==> src/rtl/ifu_pkg.sv <==
// ifu_pkg: shared states and constants
// for the instruction fetch unit.
package ifu_pkg;

  typedef enum logic [2:0] {
    IFU_IDLE = 3'd0,
    IFU_ADDR = 3'd1,
    IFU_DATA = 3'd2,
    IFU_HOLD = 3'd3,
    IFU_DROP = 3'd4
  } ifu_state_e;

  localparam logic [1:0] RESP_OKAY = 2'b00;

  localparam logic [31:0] NOP_DEFAULT =
    32'h0000_0013;

endpackage

==> src/rtl/ifu.sv <==
// ifu: single-outstanding instruction fetch
// between the PC unit and the IF/ID register.
module ifu
  import ifu_pkg::*;
#(
  parameter logic [31:0] NOP_INST = NOP_DEFAULT
) (
  input  logic        clk,
  input  logic        rst_n,
  input  logic [31:0] pc,
  input  logic        pc_b_j,
  input  logic        if_id_stall,
  input  logic        if_id_ready,
  output logic        if_busy,
  output logic        inst_ar_valid,
  output logic [31:0] inst_ar_addr,
  input  logic        inst_ar_ready,
  input  logic        inst_r_valid,
  input  logic [31:0] inst_r_data,
  input  logic [1:0]  inst_r_resp,
  output logic        inst_r_ready,
  output logic        if_valid,
  output logic [31:0] if_pc,
  output logic [31:0] if_inst,
  output logic        if_fault
);

  ifu_state_e  state;
  ifu_state_e  state_d;
  logic [31:0] req_pc;
  logic [31:0] pend_pc;
  logic        pend;
  logic        go;
  logic        rsp_err;

  assign go           = if_id_ready && !if_id_stall;
  assign rsp_err      = inst_r_resp != RESP_OKAY;
  assign inst_ar_addr = req_pc;

  // Next state; a redirect always wins over
  // delivering or accepting an instruction.
  always_comb begin
    state_d = state;
    unique case (state)
      IFU_IDLE: begin
        if (go)
          state_d = IFU_ADDR;
      end
      IFU_ADDR: begin
        if (inst_ar_ready)
          state_d = (pc_b_j || pend) ?
                    IFU_DROP : IFU_DATA;
      end
      IFU_DATA: begin
        if (inst_r_valid)
          state_d = pc_b_j ?
                    IFU_ADDR : IFU_HOLD;
        else if (pc_b_j)
          state_d = IFU_DROP;
      end
      IFU_HOLD: begin
        if (pc_b_j)
          state_d = IFU_ADDR;
        else if (go)
          state_d = IFU_IDLE;
      end
      IFU_DROP: begin
        if (inst_r_valid)
          state_d = IFU_ADDR;
      end
      default: state_d = IFU_IDLE;
    endcase
  end

  // State, decoded-then-registered handshakes,
  // request/pending PCs and the IF/ID bundle.
  always_ff @(posedge clk or negedge rst_n) begin
    if (!rst_n) begin
      state         <= IFU_IDLE;
      if_busy       <= 1'b0;
      inst_ar_valid <= 1'b0;
      inst_r_ready  <= 1'b0;
      if_valid      <= 1'b0;
      if_fault      <= 1'b0;
      if_pc         <= '0;
      if_inst       <= '0;
      req_pc        <= '0;
      pend_pc       <= '0;
      pend          <= 1'b0;
    end else begin
      state         <= state_d;
      if_busy       <= state_d != IFU_IDLE;
      inst_ar_valid <= state_d == IFU_ADDR;
      inst_r_ready  <= (state_d == IFU_DATA) ||
                       (state_d == IFU_DROP);
      if_valid      <= state_d == IFU_HOLD;
      unique case (state)
        IFU_IDLE: begin
          if (go)
            req_pc <= pc;
        end
        IFU_ADDR: begin
          if (pc_b_j) begin
            pend    <= 1'b1;
            pend_pc <= pc;
          end
        end
        IFU_DATA: begin
          if (inst_r_valid) begin
            if (pc_b_j) begin
              req_pc <= pc;
            end else begin
              if_pc    <= req_pc;
              if_fault <= rsp_err;
              if_inst  <= rsp_err ?
                          NOP_INST : inst_r_data;
            end
          end else if (pc_b_j) begin
            pend    <= 1'b1;
            pend_pc <= pc;
          end
        end
        IFU_HOLD: begin
          if (pc_b_j)
            req_pc <= pc;
        end
        IFU_DROP: begin
          if (pc_b_j)
            pend_pc <= pc;
          if (inst_r_valid) begin
            pend   <= 1'b0;
            req_pc <= pc_b_j ? pc : pend_pc;
          end
        end
        default: ;
      endcase
    end
  end

endmodule
==> config.mk <==
export PLATFORM = sky130hd
export DESIGN_NAME = ifu
export DESIGN_NICKNAME = d
export VERILOG_FILES = /design/src/rtl/ifu_pkg.sv /design/src/rtl/ifu.sv
export SDC_FILE = /design/constraint.sdc
export NUM_CORES = 1
export LEC_CHECK = 0
export ABC_AREA = 1
export BUFFER_PORTS_ARGS = -buffer_cell sky130_fd_sc_hd__buf_2
export CORE_UTILIZATION = 56
export DETAILED_ROUTE_END_ITERATION = 10
export GPL_TIMING_DRIVEN = 1
export HOLD_SLACK_MARGIN = 0.12
export PLACE_DENSITY = 0.85
export REMOVE_ABC_BUFFERS = 1
export SKIP_CTS_REPAIR_TIMING = 1
export SYNTH_ARGS = -nofsm -noshare
export SYNTH_HDL_FRONTEND = slang
export SYNTH_SLANG_ARGS = --single-unit
==> constraint.sdc <==
create_clock -name clk -period 2.6 [get_ports clk]
set_input_delay 0.52 -clock clk [delete_from_list [all_inputs] [get_ports clk]]
set_output_delay 0.52 -clock clk [all_outputs]
set_load 0.01 [all_outputs]
==> flow_summary.ini <==
[logic_synthesis]
synth_mux_area_frac = 0
synth-simple-area-share = 0.300
synthAdderAreaFrac = 0
synthXorXnorAreaFrac = 0
seq_area_frac_synth = 0.555
synth_cell_type_count = 16
syn_inst = 799
synth.cell_area_um2 = 6180
ys_ff_latch = 137
avgSynthCellArea_um2 = 7.73
synth_top_family_by_area = simple AND/OR/NAND/NOR gates
synth_compound_area_frac = 0.0810
ys_warn_count = 0

[timing]
skew_ns = 0.00600
worst_pin_slew_ns = 0.581
fin_crit_ns = 2.11
rsz0062_at_grt = false
finalMaxSlewViolations = 0
hold_violations = 0
relSlewSlack = 0.613
fin_crit_sh = 0.812
setup_viol = 0
fmax_mhz = 474

[floorplan]
die_w_um = 107
rows = 37
boundaryPins = 174
core_area_um2 = 10500
dieHeight_um = 107
dieArea_um2 = 11500
start_util = 0.588

[outcome]
outcome = finished clean

[power]
p_leak_nw = 4.48
powerDensity_nw_per_um2 = 1240
power_mw = 9.68
ir_drop_mv = 0.879

[routing]
drt_iter0_markers = 430
first_pass_iters = 5
num_vias = 5745
avgViaCountPerCell = 5.16
wl_um = 15400
drcViolationCount = 0
post_drt_wl_per_cell_um = 13.8
ant_nets = 0

[clocking]
htree_levels = 4
cts_tree = built
clk_root_buffer_cell = clkbuf_8
cts.clk_slew.worst_paths_ns = 0.06
clkSinkCount = 137
clockBufferDepth = 2
insertion_delay_ns = 0.52
cts_made_buffers = 17

[critical_path]
worstPathArrival_ns = 2.57
start_kind = flop
crit_slowest_cell = dfrtp_1
worst-endpoint-required_ns = 3.06
critPathCaptureType = flop
slowest_delay_ns = 0.46
critical_path_buf_inv_count = 2
path_delay_family = simple AND/OR/NAND/NOR gates
path_max_fanout = 25
path_class = flop to flop
crit_chain = inv_2 > nand2_2 > nor2_4 > nand2_2 > nand3_1 > buf_4 > nand2_1 > nand2_1

[cells_and_area]
fin_nets = 1037
drive_gt1_frac = 0.240
layout_commonest_cell = nand2_1
syn_to_final_growth_pct = 26.4
mostFrequentLayoutCells = nand2_1 (401), buf_2 (172), dfrtp_1 (137)
final_design_area_no_fill_um2 = 7810

[global_routing]
grt_pass1_vias = 5438
use_met3 = 0.0754
grt_util_met1 = 0.357
grt_pass1_wl_um = 25500
grt-busiest-layer = met2
met2_usage = 0.482
gr-total-overflow = 0
grt_start_max_net_pins = 63
antenna_found_initial = 0
groute.usage.overall = 0.288

[flow_run]
cap_violations = 0

[min_path]
min_path_type = primary input to flop

[placed_design]
io_buffers = 173
dp_hpwl_um = 10100
placed_cell_area_um2 = 7160
gp_congestion = 0.808
-- per-layer routing --
layer | up-vias | wire [um]
li1 | 2815 | -
met1 | 2667 | 6460
met2 | 234 | 7420
met3 | 29 | 1180
met4 | 0 | 365
met5 | - | 0
-- worst reg2reg max path: stages (launching register included) --
cell     delay [ns]
dfrtp_1        0.46
inv_2          0.10
nand2_2        0.19
nor2_4         0.36
nand2_2        0.15
nand3_1        0.26
buf_4          0.36
nand2_1        0.10
nand2_1        0.07
-- registers in the layout (all words and copies together), names as in the netlist --
signal / count
inst_ar_addr: 32
inst_ar_valid: 1
inst_r_ready: 1
if_valid: 1
state: 3
if_fault: 1
pend_pc: 32
if_pc: 32
if_busy: 1
pend: 1
if_inst: 32
-- synthesized netlist by cell type --
master / number / area share
nand2_1: 402 / 0.24
buf_4: 3 / 0.0036
nand2_2: 4 / 0.0040
nor2_4: 2 / 0.0036
clkbuf_1: 26 / 0.016
inv_2: 3 / 0.0018
nor2_1: 18 / 0.011
nand3_1: 43 / 0.035
o21ai_0: 70 / 0.057
buf_6: 4 / 0.0073
inv_1: 42 / 0.026
buf_2: 12 / 0.0097
dfrtp_1: 137 / 0.55
nor3_1: 1 / 0.00081
o21ai_1: 30 / 0.024
nor2_2: 2 / 0.0020
-- cell type report --
type                            count  area [um2]
Sequential cell                   137        3430
Fill cell                         802        2700
Multi-Input combinational cell    572        2370
Timing Repair Buffer              191        1030
Clock buffer                       18         418
Clock inverter                     14         221
Tap cell                          136         170
Inverter                           45         169
Antenna cell                        1        2.50
-- path summary, 6_finish.rpt --
check / start / to / slack, ns / depth (start not counted)
min reg2reg: if_pc[29] / if_pc[29] / 0.46 / 2
min: inst_r_data[13] / if_inst[13] / 0.19 / 3
min in group asynchronous: rst_n / pend_pc[23] / 0.54 / 2
max: state[0] / inst_ar_addr[9] / 0.49 / 8
max reg2reg: state[0] / inst_ar_addr[9] / 0.49 / 8
max in group asynchronous: rst_n / inst_ar_addr[28] / 1.38 / 3
-- where the power goes --
group,internal (mW),switching [mW],total [mW]
Combinational,1.24,2.37,3.61
Clock,1.66,0.932,2.59
Sequential,3.00,0.478,3.48
Total,5.90,3.78,9.68
-- kinds of logic (layout without fill, tap and decap cells) --
group	count (synthesis)	after routing
AO/OA/AOI/OAI	100	100
other	0	1
AND/OR/NAND/NOR	472	472
buffers and inverters	90	268
flip-flops	137	137
-- stage by stage --
stage	utilization	setup TNS (ns)	hold slack, ns	worst slack, ns	cells
5_1_grt	0.743	0	0.180	0.296	1113
4_1_cts	0.742	0	-0.0161	0.529	1112
3_5_place_dp	0.681	0	0.453	0.555	1080
2_1_floorplan	-	-42.73	0.224	-0.949	754
3_3_place_gp	0.681	0	0.449	0.668	1080
6_report	0.743	0	0.189	0.488	1114
Note: power is estimated with default switching activity, not from simulation.
